<file path="src/rtl/rns_to_binary_m129_pkg.sv">
//----------------------------------------------------------------------------
// Module   : rns129_pkg
// Purpose  : Shared constants and width helpers for the mod-(2^N+1) residue path.
// Revision : 1.0 - initial release
//----------------------------------------------------------------------------
`default_nettype none

package rns129_pkg;

    localparam int N_DEFAULT = 7;

    // High modulus 2^n+1.
    function automatic int m_hi(input int n);
        return (1 << n) + 1;
    endfunction

    // Width of a reconstructed value in 0 .. 2^n*(2^n+1)-1.
    function automatic int x_width(input int n);
        return 2 * n + 1;
    endfunction

endpackage

`default_nettype wire

</file>
<file path="src/rtl/rns_to_binary_m129_mod_sub_m.sv">
//----------------------------------------------------------------------------
// Module   : mod_sub_m
// Purpose  : Combinational (a - b) mod (2^N+1) using one conditional subtract.
// Revision : 1.0 - initial release
//----------------------------------------------------------------------------
`default_nettype none

module mod_sub_m
    import rns129_pkg::*;
#(
    parameter int N = N_DEFAULT
) (
    input  logic [N:0] a,
    input  logic [N:0] b,
    output logic [N:0] y
);

    localparam logic [N+1:0] c_M = (N+2)'(m_hi(N));

    logic [N+1:0] w_d;

    // Adding M first keeps the difference non-negative for legal operands.
    assign w_d = {1'b0, a} + c_M - {1'b0, b};
    assign y   = (N+1)'((w_d >= c_M) ? (w_d - c_M) : w_d);

endmodule

`default_nettype wire

</file>
<file path="src/rtl/rns_to_binary_m129.sv">
//----------------------------------------------------------------------------
// Module   : rns_to_binary_m129
// Purpose  : 2-stage valid/ready reverse converter (X mod 2^N, X mod 2^N+1) -> X.
//            Optional macro RANGE_CHECK_EN flags r_hi > 2^N and zeroes out_x.
// Revision : 1.0 - initial release
//----------------------------------------------------------------------------
`default_nettype none

module rns_to_binary_m129
    import rns129_pkg::*;
#(
    parameter int N = N_DEFAULT
) (
    input  logic         clk,
    input  logic         rst,
    input  logic         in_valid,
    output logic         in_ready,
    input  logic [N-1:0] in_r_lo,
    input  logic [N:0]   in_r_hi,
    output logic         out_valid,
    input  logic         out_ready,
    output logic [2*N:0] out_x,
    output logic         out_err
);

    localparam int c_XW = x_width(N);

    logic            w_s1_ready;
    logic            w_s2_ready;
    logic [N:0]      w_k;
    logic [c_XW-1:0] w_x_next;

    logic            r_s1_valid;
    logic [N-1:0]    r_s1_lo;
    logic [N:0]      r_s1_k;
    logic            r_s2_valid;
    logic [c_XW-1:0] r_s2_x;

    assign w_s2_ready = !r_s2_valid || out_ready;
    assign w_s1_ready = !r_s1_valid || w_s2_ready;
    assign in_ready   = w_s1_ready;

    mod_sub_m #(
        .N (N)
    ) u_mod_sub (
        .a ({1'b0, in_r_lo}),
        .b (in_r_hi),
        .y (w_k)
    );

    always_ff @(posedge clk or posedge rst) begin
        if (rst) begin
            r_s1_valid <= 1'b0;
            r_s1_lo    <= '0;
            r_s1_k     <= '0;
        end else if (w_s1_ready) begin
            r_s1_valid <= in_valid;
            if (in_valid) begin
                r_s1_lo <= in_r_lo;
                r_s1_k  <= w_k;
            end
        end
    end

    always_ff @(posedge clk or posedge rst) begin
        if (rst) begin
            r_s2_valid <= 1'b0;
            r_s2_x     <= '0;
        end else if (w_s2_ready) begin
            r_s2_valid <= r_s1_valid;
            if (r_s1_valid) begin
                r_s2_x <= w_x_next;
            end
        end
    end

`ifdef RANGE_CHECK_EN
    localparam logic [N:0] c_R_HI_MAX = {1'b1, {N{1'b0}}};

    logic r_s1_err;
    logic r_s2_err;

    always_ff @(posedge clk or posedge rst) begin
        if (rst) begin
            r_s1_err <= 1'b0;
        end else if (w_s1_ready && in_valid) begin
            r_s1_err <= (in_r_hi > c_R_HI_MAX);
        end
    end

    always_ff @(posedge clk or posedge rst) begin
        if (rst) begin
            r_s2_err <= 1'b0;
        end else if (w_s2_ready && r_s1_valid) begin
            r_s2_err <= r_s1_err;
        end
    end

    assign w_x_next = r_s1_err ? '0 : {r_s1_k, r_s1_lo};
    assign out_err  = r_s2_err;
`else
    // r_lo < 2^N, so r_lo + (k << N) is a plain concatenation with no carry.
    assign w_x_next = {r_s1_k, r_s1_lo};
    assign out_err  = 1'b0;
`endif

    assign out_valid = r_s2_valid;
    assign out_x     = r_s2_x;

endmodule

`default_nettype wire

</file>
<file path="config.mk">
export PLATFORM = sky130hd
export DESIGN_NAME = rns_to_binary_m129
export DESIGN_NICKNAME = d
export VERILOG_FILES = /design/src/rtl/rns_to_binary_m129_pkg.sv /design/src/rtl/rns_to_binary_m129_mod_sub_m.sv /design/src/rtl/rns_to_binary_m129.sv
export SDC_FILE = /design/constraint.sdc
export NUM_CORES = 1
export LEC_CHECK = 0
export ABC_AREA = 1
export BUFFER_PORTS_ARGS = -buffer_cell sky130_fd_sc_hd__buf_2
export CELL_PAD_IN_SITES_DETAIL_PLACEMENT = 0
export CELL_PAD_IN_SITES_GLOBAL_PLACEMENT = 1
export CORE_MARGIN = 1.5
export CORE_UTILIZATION = 40
export DETAILED_ROUTE_END_ITERATION = 12
export MAX_ROUTING_LAYER = met4
export PLACE_DENSITY_LB_ADDON = 0.1
export REMOVE_ABC_BUFFERS = 1
export SLEW_MARGIN = 20
export SYNTH_ARGS = -nofsm -noshare
export SYNTH_HDL_FRONTEND = slang
export SYNTH_HIERARCHICAL = 1
export SYNTH_SLANG_ARGS = --single-unit
</file>
<file path="constraint.sdc">
create_clock -name clk -period 1.3 [get_ports clk]
set_input_delay 0.26 -clock clk [delete_from_list [all_inputs] [get_ports clk]]
set_output_delay 0.26 -clock clk [all_outputs]
set_load 0.02 [all_outputs]
</file>
Word level (Yosys, flattened, before mapping)
Index checks and enable logic that the tools add are counted.
- register bits: 32
- bits of input ports: 19
- output and inout port bits: 18
- word-level logic and storage cells: 16
- $add $sub $neg: 3
- order comparisons: 1
- muxes and demuxes: 1
- reductions and logical operators: 6
- operators by type and width (cell ; count):
    $add A7 B8 Y9 const B ; 1
    $ge A9 B8 Y1 const B ; 1
    $sub A9 B8 Y9 ; 1
    $mux W8 ; 1
    $sub A8 B8 Y8 const B ; 1
    $reduce_and A2 Y1 ; 2
    $logic_not A1 Y1 ; 2
    $logic_or A1 B1 Y1 ; 2

Depth between registers and ports, before layout
Gate-level depths: netlist (run 1).
- depth in word-level cells: 4
- depth in mapped cells: 19
- depth with buffers taken out: 19

Cells and area by module
Netlist (run 1), hierarchy kept.
- modules (own cells, without submodules) (module ; instances ; cells an instance ; area each (um^2) ; seq. area each (um^2)):
    rns_to_binary_m129 ; 1 ; 140 ; 1301.2 ; 800.8
    mod_sub_m ; 1 ; 152 ; 923.4 ; 0.0

Worst setup path before layout (run 1)
OpenSTA, ideal clock, no wires.
- path type: input port to flip-flop
- start point: input port in_r_lo[1]
- end point: register r_s1_k[2]
- library setup time: 0.117 ns
- data arrival time: 2.260 ns
- data required time: 1.183 ns
- slack: -1.076 ns
- stages on the path: 17
- path buffers: 0
- cells stage by stage: inv_1 > ha_1 > inv_1 > ha_1 > inv_1 > fa_1 > inv_1 > nor3_2 > nand2_1 > inv_2 > nand2_4 > nor2_8 > nand4_4 > nand3_1 > nand2_1 > nand3_1 > nand2_1
- longest elaborated chain between the ends: 4
- elaborated cells between the ends (all ways): 5
- those cells by class: add/sub (3); order compare (1); mux (1)
- RTL lines (item ; line ; source):
    start: declaration ; rns_to_binary_m129.sv:18 ; input logic [N-1:0] in_r_lo,
    $add A7 B8 Y9 * ; rns_to_binary_m129_mod_sub_m.sv:23 ; assign w_d = {1'b0, a} + c_M - {1'b0, b};
    $sub A9 B8 Y9 * ; rns_to_binary_m129_mod_sub_m.sv:23 ;
    $sub A8 B8 Y8 or $ge A9 B8 Y1 (tied branches) ; rns_to_binary_m129_mod_sub_m.sv:24 ; assign y = (N+1)'((w_d >= c_M) ? (w_d - c_M) : w_d);
    $mux W8 * ; rns_to_binary_m129_mod_sub_m.sv:24 ;
    named net w_k[2] ; rns_to_binary_m129.sv:30 ; logic [N:0] w_k;
    end signal: assignment ; rns_to_binary_m129.sv:60 ; r_s1_k <= w_k;
    end: declaration ; rns_to_binary_m129.sv:35 ; logic [N:0] r_s1_k;
The timed path passes the listed nets; every way through them passes the cells marked *.
A chain may end at the register's enable or synchronous reset.

Worst setup path in the final report (run 1)
- start point: input port in_r_lo[1]
- end point: register r_s1_k[5]
The elaborated chain is that of the path after synthesis.

==> key figures, run 1 <==
Power and ir drop
  – Sw Ratio: 38.2%
  – Sequential power share: 35.6%
  – Net Sw Power: 1520 µW
  – Internal cell power: 2460 µW
  – VDD IR-drop max: 0.000551 V
  – P per Cell Area: 1370 nW/µm²
  – Combinational power share: 44.6%
  – Clk network pwr share: 19.8%
  – Pleak: 0.00168 µW
  – Post-layout total power: 3990 µW

Clock network
  – TritonCTS clock tree: done
  – Clk Latency, worst-skew pair: 0.28 ns
  – Reg clk slew, reported paths: 0.06 ns
  – H-tree Lvls: 2
  – CTS sink count: 32
  – Clock buffer depth: 2
  – Clk root buf: clkbuf_8
  – CTS buffer count: 5

Critical path
  – Max incr delay on CP: 0.51 ns
  – CP Cell Sequence: buf_8 -> inv_4 -> ha_4 -> inv_4 -> ha_4 -> inv_2 -> fa_1 -> inv_2 -> nor3_2 -> nand2_1 -> inv_2 -> nand2_4 -> nor2_8 -> nand4_4 -> nand3_1 -> nand2_1 -> nand3_1 -> nand2_1
  – CP delay by family, top: simple AND/OR/NAND/NOR gates
  – Crit start category: primary input
  – Buffers and inverters on the worst path: 6
  – R2R Path End: out_x[12]
  – R2R Path Start: out_valid
  – Internal reg-to-reg setup slack: 0.21 ns
  – Slowest-stage cell, CP: fa_1
  – Crit Path Max Fanout: 7
  – WP data arrival: 2.33 ns
  – Reg2reg path depth: 5
  – Critical Path RT: 1.47 ns
  – Critical path class: primary input to flip-flop
  – CP Capture Type: flip-flop

STA
  – RSZ-0062 raised after global routing: true
  – Final setup viols: 8
  – Fmax: 462 MHz
  – Worst Skew: 0.00181 ns
  – Crit share post-route: 166%
  – Final slew viol count: 0
  – Time the worst path needs with I/O delays and setup: 2.16 ns
  – Worst setup margin: -0.862 ns
  – Min Hold Slack: 0.0488 ns
  – Final Hold Fails: 0

Layout
  – Diode count: 0
  – Filler cells: 523
  – FF/Latch Area: 801 µm²
  – Final nets: 402
  – Share of cells above drive strength 1: 34.2%
  – Layout area overhead: 30.7%
  – Area of the multi-input gates: 1280 µm²

Synthesis
  – #FFs+latches synth: 32
  – Synthesized instance count: 292
  – Mapped Area: 2220 µm²
  – Post-synth EDFFs: 0
  – Count leader, synth: nand2_1
  – Dominant cell type by area after synthesis: dfrtp_1
  – Warnings, synthesis: 6
  – Top cells by count, synth: 97 x nand2_1, 55 x nand3_1, 34 x inv_1
  – Post-synthesis async set-or-reset flop share: 100%
  – Prevailing post-synth register cell: dfrtp_1
  – Sequential share of the synthesized area: 36.0%
  – Synth cell types: 27
  – Yosys top cell area share: 36.0%
  – Synthesized area per cell: 7.62 µm²
  – Top cells by area, synth: dfrtp_1 36%, nand2_1 16%, nand3_1 12%

Route
  – Drt pass-1 iters: 4
  – Drt drc: 0
  – DR iter-0 viols: 56
  – Vias per std cell: 4.58
  – DR WL/cell: 10.6 µm
  – Vias: 1992
  – Routed WL: 4620 µm
  – Detail Route Antenna Nets: 0

Global routing
  – Largest net degree at the start of global routing: 33
  – Antenna violations before repair: 0
  – First-pass GRT wire length: 8470 µm
  – Congestion Overflow GR: 0
  – Total GRT Usage: 18.0%
  – Vias in the first global route: 1950

Placement
  – DPL Wire Length: 3600 µm
  – Gpl congestion: 0.871
  – Port bufs: 35

Floorplan
  – Die ar.: 6020 µm²
  – Die Y: 77.6 µm
  – Initial Utilization: 42.5%
  – Io pins: 37
  – Rows: 26
  – Die X-Extent: 77.6 µm
  – Core ar.: 5240 µm²

Run status
  – Failing checks: setup timing
  – Outcome: complete, but fails checks

Job
  – Max Cap Violations: 0

Worst hold path
  – Worst min path class: primary input to async pin
[routing by layer]
layer,vias to the layer above,GRT usage [%],part of all wire (%),wire (µm)
li1,1068,-,-,-
met1,895,20.8,46,2110
met2,23,31.3,51,2350
met3,6,2.71,2.2,100
met4,0,6.91,1.4,67
met5,-,-,0,0
[placed cells by master, fill, tap and decap left out, types with 2 or more instances in the layout]
| cell | instances |
|---|---|
| nand2_1 | 95 |
| nand3_4 | 2 |
| inv_1 | 30 |
| ha_1 | 15 |
| conb_1 | 2 |
| buf_4 | 40 |
| buf_2 | 33 |
| xnor2_1 | 2 |
| nor2_1 | 5 |
| nand2_2 | 9 |
| nand3_2 | 11 |
| nand3_1 | 48 |
| inv_4 | 2 |
| clkbuf_8 | 7 |
| xor2_1 | 2 |
| a21oi_1 | 4 |
| ha_4 | 2 |
| inv_2 | 8 |
| dfrtp_1 | 32 |
| nand2_4 | 6 |
| nand4_1 | 2 |
[kinds of logic (layout without fill, tap and decap cells)]
group,after synthesis,count (layout),share of synthesized area (%)
XOR/XNOR,4,4,1.58
buffers and inverters,50,122,9.84
AND/OR/NAND/NOR,181,181,40.6
flip-flops,32,32,36.0
other,1,2,0.169
AO/OA/AOI/OAI,6,6,1.35
adder cells (fa/ha/maj),18,18,10.5
[worst max-delay path by stage]
stage,slack (ns),end,startpoint,cells after the start
after detailed placement,-1.27,r_s1_k[6],in_r_lo[1],18
final,-0.86,r_s1_k[5],in_r_lo[1],18
after floorplan,-1.08,r_s1_k[0],in_r_lo[1],17
after global routing,-1.00,r_s1_k[3],in_r_lo[1],18
after global placement,-1.20,r_s1_k[6],in_r_lo[1],19
after CTS,-0.87,r_s1_k[3],in_r_lo[1],19
[registers in the layout (all words and copies together) (netlist names)]
register,cells
out_x,15
r_s1_k,8
r_s1_lo,7
out_valid,1
r_s1_valid,1
[power groups by stage]
| stage | logic, µW | registers, µW | clock network (µW) |
|---|---|---|---|
| final | 1780 | 1420 | 788 |
| after global routing | 2010 | 1460 | 869 |
| after CTS | 1750 | 1420 | 813 |
| after detailed placement | 1660 | 1440 | 0 |
| after global placement | 1650 | 1430 | 0 |
| after floorplan | 874 | 1650 | 0 |
[layout make-up]
class                           count  area share, %
Tap cell                           70           3.01
Inverter                           41           5.47
Sequential cell                    32           27.6
Multi-Input combinational cell    211           44.1
Timing Repair Buffer               74           16.5
Clock buffer                        7           3.31
[repair_timing]
action                                  in CTS  in global routing
endpoints found under the setup margin       9                 10
gates resized for setup                     15                  8
pin swaps                                    4                  7
hold buffers                                 0                  0
setup buffers                                6                  4
[worst register-to-register path: stages (launching register included)]
cell and delay (ns):
dfrtp_1 0.41, buf_4 0.15, nand2_2 0.13, buf_4 0.19, nand3_1 0.08, nand2_1 0.08
[through the flow]
step | instance area, µm² | TNS [ns] | setup slack, ns | cells | util [%]
global placement | 2640 | -9.44 | -1.20 | 418 | 50.5
global route | 2910 | -7.85 | -1.00 | 435 | 55.5
finish | 2910 | -6.68 | -0.862 | 435 | 55.5
floorplan | 2160 | -8.64 | -1.08 | 284 | -
detailed placement | 2640 | -10.03 | -1.27 | 418 | 50.5
CTS | 2840 | -6.73 | -0.865 | 431 | 54.3
Note: power is estimated with default switching activity, not from simulation.
==> run 2: changes to the inputs <==
Settings changed: ABC_AREA 1 to unset.
==> run 2 against run 1 <==
Net effect: the flow still finishes with violations (setup timing); cell area grew 12%; highest routed layer unchanged; wire length up 12%; combinational power increased by 31%; sequential share of layout area decreased by 2.8 points; global-route usage increased by 1.4 points; clock power up 29%; count of clock-buffer cells in the layout unchanged; largest cell class unchanged.
==> key figures, run 2 <==
Run status
  – Outcome: complete, but fails checks
  – Failing checks: setup timing

Route
  – Routed WL: 5190 µm
  – WL met3: 143 µm
  – Detail Route Antenna Nets: 0
  – Drt pass-1 iters: 4
  – Vias: 1789
  – Drt drc: 0
  – DR top layer: met4
  – Wire length on met2: 2690 µm
  – DR WL/cell: 14.6 µm
  – Vias per std cell: 5.03
  – DR iter-0 viols: 40
  – Metal1 wirelength: 2290 µm

Critical path
  – Critical path class: primary input to flip-flop
  – Critical Path RT: 1.47 ns
  – WP data arrival: 2.61 ns
  – Reg2reg path depth: 4
  – Crit start category: primary input
  – Crit Path Max Fanout: 7
  – CP Capture Type: flip-flop

Power and ir drop
  – Pleak: 0.00153 µW
  – Net Sw Power: 1620 µW
  – Combinational power share: 48.0%
  – Clk network pwr share: 21.0%
  – Sequential power share: 31.0%
  – Internal cell power: 3240 µW
  – P per Cell Area: 1500 nW/µm²
  – Sw Ratio: 33.3%
  – VDD IR-drop max: 0.000866 V

Floorplan
  – Die Y: 77.5 µm
  – Rows: 26
  – Initial Utilization: 42.4%
  – Core ar.: 5240 µm²
  – Die X-Extent: 77.5 µm
  – Die ar.: 6010 µm²
  – Io pins: 37

STA
  – Worst setup margin: -1.14 ns
  – Crit share post-route: 188%
  – Final setup viols: 8
  – Final slew viol count: 0
  – RSZ-0062 raised after global routing: true
  – Min Hold Slack: 0.229 ns
  – Fmax: 409 MHz
  – Time the worst path needs with I/O delays and setup: 2.44 ns
  – Final Hold Fails: 0
  – Worst Skew: 0.00324 ns

Synthesis
  – Post-synthesis async set-or-reset flop share: 100%
  – Top cells by count, synth: 32 x dfrtp_1, 20 x mux2_2, 19 x inv_1
  – Post-synth EDFFs: 0
  – Warnings, synthesis: 6
  – Prevailing post-synth register cell: dfrtp_1
  – Count leader, synth: dfrtp_1
  – Sequential share of the synthesized area: 36.1%
  – #FFs+latches synth: 32
  – Top cells by area, synth: dfrtp_1 36%, mux2_2 10%, ha_1 9.6%
  – Dominant cell type by area after synthesis: dfrtp_1
  – Synth cell types: 61
  – Synthesized instance count: 197
  – Yosys top cell area share: 36.1%
  – Mapped Area: 2220 µm²
  – Synthesized area per cell: 11.3 µm²

Layout
  – Layout area overhead: 46.2%
  – Commonest cells after routing, fill and taps aside: 41 x buf_4, 32 x buf_2, 31 x dfrtp_1, 17 x mux2_2, 16 x inv_1
  – Post-Layout Cell Count: 356
  – Final Core Density: 62.0%
  – Max reg flops: 15
  – Diode count: 0
  – Share of cells above drive strength 1: 59.4%
  – Final nets: 322
  – Commonest non-fill, non-tap cell in the layout: buf_4

Clock network
  – Clock buffer depth: 2
  – H-tree Lvls: 2
  – CTS buffer count: 5
  – Clk Latency, worst-skew pair: 0.28 ns
  – Clk root buf: clkbuf_8
  – TritonCTS clock tree: done
  – Reg clk slew, reported paths: 0.06 ns
  – CTS sink count: 32

Worst hold path
  – Worst min path class: primary input to flip-flop
  – Hold path depth: 2

Job
  – Max Cap Violations: 0

Placement
  – Placed Cells incl. Taps: 344
  – Gpl congestion: 0.810
  – Port bufs: 35
  – DPL Wire Length: 4020 µm

Global routing
  – First-pass GRT wire length: 8780 µm
  – Vias in the first global route: 1831
  – Congestion Overflow GR: 0
  – Antenna violations before repair: 0
  – Largest net degree at the start of global routing: 23
  – Total GRT Usage: 19.3%
==> run 2: changes by cell type after synthesis, sizes merged, moves of 4 or more <==
cell	change
inv	-21
nor3	+4
mux2	+31
buf	-4
nand2	-100
and3	+4
nand3	-56
o211ai	+4
==> run 2: metrics by stage <==
stage / worst slack [ns] / TNS, ns / total power [µW] / cell area (µm²)
6_report: -1.14 / -8.76 / 4860 / 3250
5_1_grt: -1.25 / -9.47 / 5160 / 3250
4_1_cts: -1.19 / -9.11 / 4730 / 3050
3_5_place_dp: -1.74 / -13.62 / 3600 / 2810
3_3_place_gp: -1.72 / -13.32 / 3530 / 2810
2_1_floorplan: -1.49 / -12.29 / 2740 / 2180
==> run 2: final cells by class <==
class,instances,area (µm²)
tap,70,87.6
multi-input combinational,142,1530
fill,452,1990
sequential,32,802
clock inverter,1,30.0
clock buffer,7,96.3
inverter,19,73.8
timing repair buffer,85,623
==> run 2: what timing repair did <==
action / 4_1_cts / 5_1_grt
hold buffers: 1 / 0
cloned: 0 / 0
endpoints found under the setup margin: 8 / 15
resized for setup: 22 / 33
buffers inserted: 1 / 2
endpoints found under the hold margin: 10 / 0
pin swaps: 16 / 14
==> run 2: final timing paths <==
path	slack (ns)	from	end
min	0.23	in_r_lo[1]	r_s1_lo[1]
max in group asynchronous	0.51	rst	out_x[9]
min in group asynchronous	0.52	rst	out_valid
min reg2reg	0.50	r_s1_lo[3]	out_x[3]
max	-1.14	in_r_lo[1]	r_s1_k[4]
max reg2reg	0.07	out_valid	out_x[14]
==> run 2: worst max-delay path, stage by stage <==
cell and delay (ns):
buf_8 0.08, inv_4 0.03, ha_4 0.25, inv_2 0.03
ha_4 0.15, inv_2 0.05, fa_2 0.18, and2b_2 0.24
o22a_4 0.24, xnor2_4 0.15, buf_6 0.13, and3_4 0.19
o211ai_1 0.17, nand4_1 0.17, mux2_4 0.30
==> run 2: kinds of logic after synthesis <==
group	share of synthesized area, %
AND/OR/NAND/NOR	15.3
multiplexers	18.9
AO/OA/AOI/OAI	11.9
flip-flops	36.1
buffers and inverters	5.30
adder cells (fa/ha/maj)	10.5
XOR/XNOR	1.86
other	0.169
==> run 2: power groups by stage <==
stage          Sequential, µW  Combinational, µW  Clock (µW)
6_report                 1510               2330        1020
5_1_grt                  1550               2530        1080
4_1_cts                  1510               2180        1040
3_5_place_dp             1520               2080           0
3_3_place_gp             1490               2040           0
2_1_floorplan            1710               1040           0
==> run 2: layer usage <==
metal / track usage [%] / up-vias
met5: - / -
met2: 32.7 / 36
met4: 6.55 / 0
met3: 2.82 / 6
li1: - / 890
met1: 23.6 / 857
==> run 3: changes to the inputs <==
Settings changed: CORE_MARGIN 1.5 to 4.
==> run 3 against run 2 <==
Net effect: register-to-register slack about the same; total power decreased by 3.4%; utilization decreased by 1.5 points; die area increased by 13%; wire length increased by 0.31%; global-route usage decreased by 1.6 points; worst hold slack got worse by 0.019 ns; highest routed layer unchanged; count of clock-buffer cells in the layout decreased by 2; critical endpoint unchanged; combinational power decreased by 3%; sequential cell count unchanged; sequential power about the same; the flow still finishes with violations (setup timing); largest cell class unchanged.
==> key figures, run 3 (synthesis gave the netlist of run 2 again) <==
Route
  – Detail Route Antenna Nets: 0
  – Vias per std cell: 4.93
  – Vias: 1746
  – DR iter-0 viols: 53
  – Drt drc: 0
  – Routed WL: 5210 µm
  – Drt pass-1 iters: 4
  – DR WL/cell: 14.7 µm

Floorplan
  – Initial Utilization: 42.4%
  – Die ar.: 6810 µm²
  – Core ar.: 5240 µm²
  – Die X-Extent: 82.5 µm
  – Die Y: 82.5 µm
  – Rows: 26
  – Io pins: 37

Clock network
  – Clk Latency, worst-skew pair: 0.28 ns
  – Reg clk slew, reported paths: 0.07 ns
  – TritonCTS clock tree: done
  – Clk root buf: clkbuf_8
  – Clock buffer depth: 2
  – H-tree Lvls: 2
  – CTS buffer count: 5
  – CTS sink count: 32

Layout
  – Layout area overhead: 42.8%
  – Commonest non-fill, non-tap cell in the layout: buf_4
  – Max reg flops: 15
  – Share of cells above drive strength 1: 57.7%
  – Commonest cells after routing, fill and taps aside: 41 x buf_4, 32 x buf_2, 32 x dfrtp_1, 16 x mux2_4
  – Final nets: 320
  – Diode count: 0

Placement
  – Gpl congestion: 0.842
  – Port bufs: 35
  – DPL Wire Length: 4180 µm
  – Post-Place Setup Slack: -1.72 ns

Power and ir drop
  – Net Sw Power: 1610 µW
  – P per Cell Area: 1480 nW/µm²
  – VDD IR-drop max: 0.000891 V
  – Sw Ratio: 34.3%
  – Post-layout total power: 4700 µW
  – Combinational power share: 48.1%
  – Internal cell power: 3090 µW
  – Clk network pwr share: 20.0%
  – Pleak: 0.00152 µW
  – Sequential power share: 32.0%

Critical path
  – R2R Path End: out_x[14]
  – Critical path class: primary input to flip-flop
  – Crit Path Max Fanout: 7
  – Crit start category: primary input
  – CP Capture Type: flip-flop
  – R2R Path Start: out_valid
  – Internal reg-to-reg setup slack: 0.07 ns
  – Critical Path RT: 1.47 ns
  – Reg2reg path depth: 4
  – WP data arrival: 2.60 ns

Global routing
  – Total GRT Usage: 17.8%
  – Congestion Overflow GR: 0
  – Antenna violations before repair: 0
  – Largest net degree at the start of global routing: 23
  – First-pass GRT wire length: 8890 µm
  – Vias in the first global route: 1903

STA
  – Final Hold Fails: 0
  – Worst setup margin: -1.13 ns
  – Worst Skew: 0.00531 ns
  – RSZ-0062 raised after global routing: true
  – Time the worst path needs with I/O delays and setup: 2.43 ns
  – Crit share post-route: 187%
  – Fmax: 412 MHz
  – Final setup viols: 8
  – Final slew viol count: 0
  – Min Hold Slack: 0.211 ns

Worst hold path
  – Hold path depth: 2
  – HP Start: in_r_lo[1]
  – Hold endpoint: r_s1_lo[1]
  – Worst min path class: primary input to flip-flop

Job
  – Max Cap Violations: 0

Run status
  – Outcome: complete, but fails checks
  – Failing checks: setup timing
==> run 3: cell types whose count changed in the layout (fill, tap and decap cells not counted), moves of 2 or more <==
cell | before | now
and3_4 | 3 | 1
buf_6 | 8 | 6
clkbuf_8 | 7 | 5
ha_1 | 10 | 12
ha_4 | 7 | 5
mux2_2 | 17 | 15
mux2_4 | 14 | 16
==> run 3: power groups by stage <==
stage | Clock, µW | Combinational (µW) | Sequential, µW
5_1_grt | 999 | 2460 | 1540
2_1_floorplan | 0 | 1040 | 1710
3_3_place_gp | 0 | 2030 | 1490
6_report | 938 | 2260 | 1500
4_1_cts | 963 | 2160 | 1500
3_5_place_dp | 0 | 2070 | 1510
==> run 3: stage by stage <==
| stage | setup TNS (ns) | util (%) | cells | cell area, µm² |
|---|---|---|---|---|
| 6_report | -8.74 | 60.5 | 354 | 3170 |
| 3_5_place_dp | -13.53 | 53.4 | 342 | 2800 |
| 3_3_place_gp | -13.28 | 53.4 | 342 | 2800 |
| 2_1_floorplan | -12.29 | - | 193 | 2180 |
| 4_1_cts | -9.05 | 57.7 | 353 | 3020 |
| 5_1_grt | -9.80 | 60.5 | 354 | 3170 |
==> run 3: worst max path at each step <==
| stage | start | cells past startpoint | slack, ns | end |
|---|---|---|---|---|
| 2_1_floorplan | in_r_lo[1] | 13 | -1.49 | r_s1_k[2] |
| 3_3_place_gp | in_r_lo[1] | 14 | -1.71 | r_s1_k[6] |
| 3_5_place_dp | in_r_lo[1] | 14 | -1.72 | r_s1_k[2] |
| 4_1_cts | in_r_lo[1] | 14 | -1.16 | r_s1_k[2] |
| 5_1_grt | in_r_lo[1] | 14 | -1.25 | r_s1_k[1] |
| 6_report | in_r_lo[1] | 15 | -1.13 | r_s1_k[4] |
==> run 3: area by class of cell <==
| cell class | count | area [µm²] |
|---|---|---|
| clock buffer | 5 | 68.8 |
| inverter | 19 | 73.8 |
| sequential | 32 | 801 |
| clock inverter | 3 | 42.5 |
| fill | 454 | 2070 |
| tap | 70 | 87.6 |
| multi-input combinational | 142 | 1500 |
| timing repair buffer | 83 | 601 |
==> run 3: worst max-delay path: stages <==
cell and delay, ns:
buf_8 0.08, inv_4 0.03, ha_4 0.25, inv_2 0.03, ha_4 0.15, inv_2 0.05, fa_2 0.18, and2b_2 0.23
o22a_2 0.21, xnor2_2 0.16, buf_4 0.15, and3_4 0.20, o211ai_1 0.19, nand4_1 0.15, mux2_2 0.29
==> run 3: routing by layer <==
layer / global-route usage, % / vias to the layer above / routed length, µm / part of all wire [%]
li1: - / 880 / - / -
met1: 22.6 / 829 / 2390 / 46
met2: 28.7 / 31 / 2530 / 49
met3: 2.17 / 6 / 191 / 3.7
met4: 7.35 / 0 / 91 / 1.7
met5: - / - / 0 / 0
==> run 3: what timing repair did <==
| item | in CTS | in global routing |
|---|---|---|
| resized for setup | 23 | 28 |
| hold buffers | 1 | 0 |
| pin swaps | 15 | 17 |
| setup buffers | 2 | 2 |
| hold endpoints to repair | 10 | 0 |
| setup endpoints to repair | 8 | 10 |
